`src/rtl/arith_unit.sv`:
```
// Registered signed ALU: ADD, SUB, MUL and NEG on WIDTH-bit two's-complement
// operands, with an overflow flag and optional saturation of the result.
module arith_unit #(
   parameter int WIDTH    = 4,
   parameter bit SATURATE = 1'b0
) (
   input  logic             clk,
   input  logic             rst,
   input  logic [WIDTH-1:0] A,
   input  logic [WIDTH-1:0] B,
   input  logic [1:0]       sel,
   output logic [WIDTH-1:0] Q,
   output logic             overflow
);

   localparam int PW = 2 * WIDTH;
   localparam logic [WIDTH-1:0] MaxVal = {1'b0, {(WIDTH-1){1'b1}}};
   localparam logic [WIDTH-1:0] MinVal = {1'b1, {(WIDTH-1){1'b0}}};

   logic [PW-1:0]    aExt;
   logic [PW-1:0]    bExt;
   logic [PW-1:0]    trueRes;
   logic [WIDTH-1:0] result_d;
   logic [WIDTH-1:0] result_q;
   logic             overflow_d;
   logic             overflow_q;

   assign aExt = {{WIDTH{A[WIDTH-1]}}, A};
   assign bExt = {{WIDTH{B[WIDTH-1]}}, B};

   // trueRes is wide enough to hold every exact result, including the full product
   always_comb begin
      trueRes    = '0;
      overflow_d = 1'b0;
      case (sel)
         2'b00: begin
            trueRes    = aExt + bExt;
            overflow_d = (A[WIDTH-1] == B[WIDTH-1]) && (trueRes[WIDTH-1] != A[WIDTH-1]);
         end
         2'b01: begin
            trueRes    = aExt - bExt;
            overflow_d = (A[WIDTH-1] != B[WIDTH-1]) && (trueRes[WIDTH-1] != A[WIDTH-1]);
         end
         2'b10: begin
            trueRes    = aExt * bExt;
            overflow_d = (trueRes[PW-1:WIDTH-1] != {(WIDTH+1){trueRes[WIDTH-1]}});
         end
         default: begin
            trueRes    = '0 - aExt;
            overflow_d = (A == MinVal);
         end
      endcase

      result_d = trueRes[WIDTH-1:0];
      if (SATURATE && overflow_d) begin
         result_d = trueRes[PW-1] ? MinVal : MaxVal;
      end
   end

   always_ff @(posedge clk) begin
      if (rst) begin
         result_q   <= '0;
         overflow_q <= 1'b0;
      end else begin
         result_q   <= result_d;
         overflow_q <= overflow_d;
      end
   end

   assign Q        = result_q;
   assign overflow = overflow_q;

endmodule

```
`config.mk`:
```
export PLATFORM = sky130hd
export DESIGN_NAME = arith_unit
export DESIGN_NICKNAME = d
export VERILOG_FILES = /design/src/rtl/arith_unit.sv
export SDC_FILE = /design/constraint.sdc
export NUM_CORES = 1
export LEC_CHECK = 0
export ABC_AREA = 1
export BUFFER_PORTS_ARGS = -buffer_cell sky130_fd_sc_hd__buf_2
export CORE_MARGIN = 3
export CORE_UTILIZATION = 63
export DETAILED_ROUTE_END_ITERATION = 6
export PLACE_DENSITY = 0.95
export SLEW_MARGIN = 40
export SYNTH_ARGS = -nofsm -noshare
export SYNTH_HDL_FRONTEND = slang
export SYNTH_SLANG_ARGS = --single-unit
```
`constraint.sdc`:
```
create_clock -name clk -period 6 [get_ports clk]
set_clock_uncertainty 0.1 [all_clocks]
set_input_delay 0.6 -clock clk [delete_from_list [all_inputs] [get_ports clk]]
set_output_delay 0.6 -clock clk [all_outputs]
set_load 0.05 [all_outputs]
```
==> results by group <==
Place
  • Setup Slack @ Placement: about 1.9 ns
  • Placed inst area: 1390 um^2
  • Detail Placement HPWL: between 2 and 2.5 mm
  • Port bufs: 16
  • GPL Wtd Cong: about 0.90
  • Placed cells: between 200 and 250

Clocking
  • CTS sink cnt: 5
  • Max H-tree Level: 1
  • Post-CTS Hold Buffers: 0
  • Num CTS Buffers: 3
  • CTS tree: yes
  • Clock Root Buffer: clkbuf_4
  • Clock buffer depth: 2
  • Reg clk slew, reported paths: roughly 0.050 ns
  • CTS-repair resized insts: 0
  • Setup repair bufs after CTS: 0

Job
  • Max Cap Violations: 0

Floorplanning
  • Die width: 51.2 um
  • Initial Utilization: about 70%
  • # IOs: 17
  • Core ar.: 1820 um^2
  • Full die area: 2620 um^2
  • Die H: around 50 um
  • Row cnt: 15

Synth
  • Primary FF master, synth: dfxtp_1
  • Post-synth top area cell: ha_1
  • Yosys top cell area share: about 19%
  • Sequential area share after synthesis: ~7.8%
  • Gate count of the mapped netlist: approximately 190
  • Most numerous cell in the Yosys netlist: nand2_1
  • Synthesized Nets: about 230
  • Fraction of registers with async set/reset: 0%
  • Synth cell count leaders: nand2_1, inv_1, ha_1
  • Avg Cell Area, Syn: between 6 and 7 um^2
  • Synth unique cells: 26
  • Ys Warns: 0
  • Number of flops mapped to enable cells by yosys: 0
  • Top post-synthesis cells by area: ha_1, fa_1, nand2_1
  • Syn Std Cell Area: roughly 1300 um^2
  • Synthesized flop and latch total: 5

Final layout
  • Post-Layout Inst Area: roughly 1400 um^2
  • Final Non-Filler Cells: ~230
  • Seq. cell area: about 100 um^2
  • Area of the multi-input gates: between 1000 and 1500 um^2
  • Fill count: 149
  • Layout area overhead: 9.82%
  • Ant. Diodes: 0
  • Layout cells sized above 1: between 10 and 15%
  • Final net count: 251
  • Final core occ: just under 80%

Route
  • Antenna Nets Post-Route: 0
  • Via-to-Cell Ratio: 5.34
  • DR pass1 iterations: 7
  • Final WL: 2.93 mm
  • Initial DRC count: 62
  • DR vias: 1240
  • Post-DR wirelength/cell: 12.6 um
  • DRC: 0

Global route
  • GRT Total Usage: between 20% and 30%
  • Largest net degree at the start of global routing: 12
  • Vias in the first global route: between 1000 and 1500
  • First-pass GRT wire length: slightly above 5 mm
  • Global route overflow: 0
  • Initial antenna violation count: 0

Critical path
  • Worst setup SP type: input pin
  • Crit path kind: in -> reg
  • CP endpoint: overflow
  • Worst Path Required: ~6.1 ns
  • Crit. End Element: register
  • Crit. Startpoint: A[0]
  • WP data arrival: between 3 and 4 ns
  • CP max FO: 5

Pwr
  • Pwr per Cell Area: 177 nW/um^2
  • Peak supply drop: approximately 0.11 mV
  • Leakage: 0.848 nW
  • Overall power: approximately 250 uW

Run status
  • Status: complete, no violations

Timing
  • Fmax: between 200 and 300 MHz
  • Fin Setup TNS: 0 ns
  • Setup-failing EPs final: 0
  • Final Max Slew Viols: 0
  • Slew @ Worst Pin: approximately 0.35 ns
  • Fin. Hold Viols: 0
  • Setup ws final: between 2 and 2.5 ns
  • RSZ-0062 raised after global routing: false
  • Fin crit share: around 64%
  • Worst relative slew slack: 76.3%
  • Crit path time final: a little under 4 ns
  • Hold Slack: 0.462 ns

Hold path
  • Hold Path Class: in -> reg
-- sequential cells by signal (all words and copies together) (netlist names) --
register,count
Q,4
overflow,1
-- how the worst min path moves through the flow --
stage,startpoint,depth (start not counted),slack [ns],to
4_1_cts,rst,2,0.46,Q[2]
5_1_grt,rst,2,0.45,Q[2]
2_1_floorplan,rst,1,0.57,Q[2]
3_3_place_gp,rst,2,0.70,Q[2]
3_5_place_dp,rst,2,0.69,Q[2]
6_report,rst,2,0.46,Q[2]
-- layout by cell type (no fill, tap or decap), drive strengths merged --
| cell | instances |
|---|---|
| nor2 | 15 |
| ha | 20 |
| nor3 | 1 |
| buf | 16 |
| nand3 | 14 |
| nand3b | 1 |
| o21ai | 4 |
| nand2 | 53 |
| dfxtp | 5 |
| inv | 44 |
| o221ai | 2 |
| xor2 | 4 |
| clkbuf | 4 |
| and2 | 1 |
| a41oi | 1 |
| a21oi | 4 |
| or2 | 2 |
| fa | 11 |
| nand4 | 2 |
| xnor2 | 3 |
-- per-layer routing --
layer	wire (um)	vias to the layer above	global-route usage (%)
li1	-	614	-
met1	1190	549	30.2
met2	1450	61	46.8
met3	201	16	3.79
met4	93	0	9.87
met5	0	-	0
-- kinds of logic (layout without fill, tap and decap cells) --
group	after synthesis	after routing	share of synthesized area, %
compound gates	11	11	5.16
xor+xnor	7	7	4.77
fa+ha+maj	31	31	36.6
buf+inv	45	64	13.7
flops	5	5	7.78
simple gates	89	89	32.0
-- critical path, cell delays in order --
cell and delay (ns):
buf_2 0.12, inv_1 0.14, nand2_1 0.11, fa_1 0.56
inv_1 0.06, fa_1 0.50, fa_1 0.53, ha_1 0.17
inv_1 0.06, fa_1 0.41, nor2_2 0.14, nor2_1 0.07
nand2_4 0.07, nand2_2 0.05, nand2_2 0.07, nand2_1 0.05
nand2_1 0.05, nand3_1 0.07, a21oi_1 0.13
-- where the power goes --
part | internal (mW) | switching, mW | total [mW] | leakage [nW]
combinational | 0.0643 | 0.109 | 0.173 | 0.791
sequential | 0.0368 | 0.000663 | 0.0375 | 0.0415
clock | 0.0252 | 0.0143 | 0.0395 | 0.0150
-- cell type report --
cell class                 instances  share of cell area [%]
multi-input combinational        138                    71.5
tap                               25                    2.21
inverter                          44                    11.7
timing repair buffer              16                    5.67
sequential                         5                    7.09
clock buffer                       4                    1.86
No activity file was read; power rests on OpenSTA's default activity.
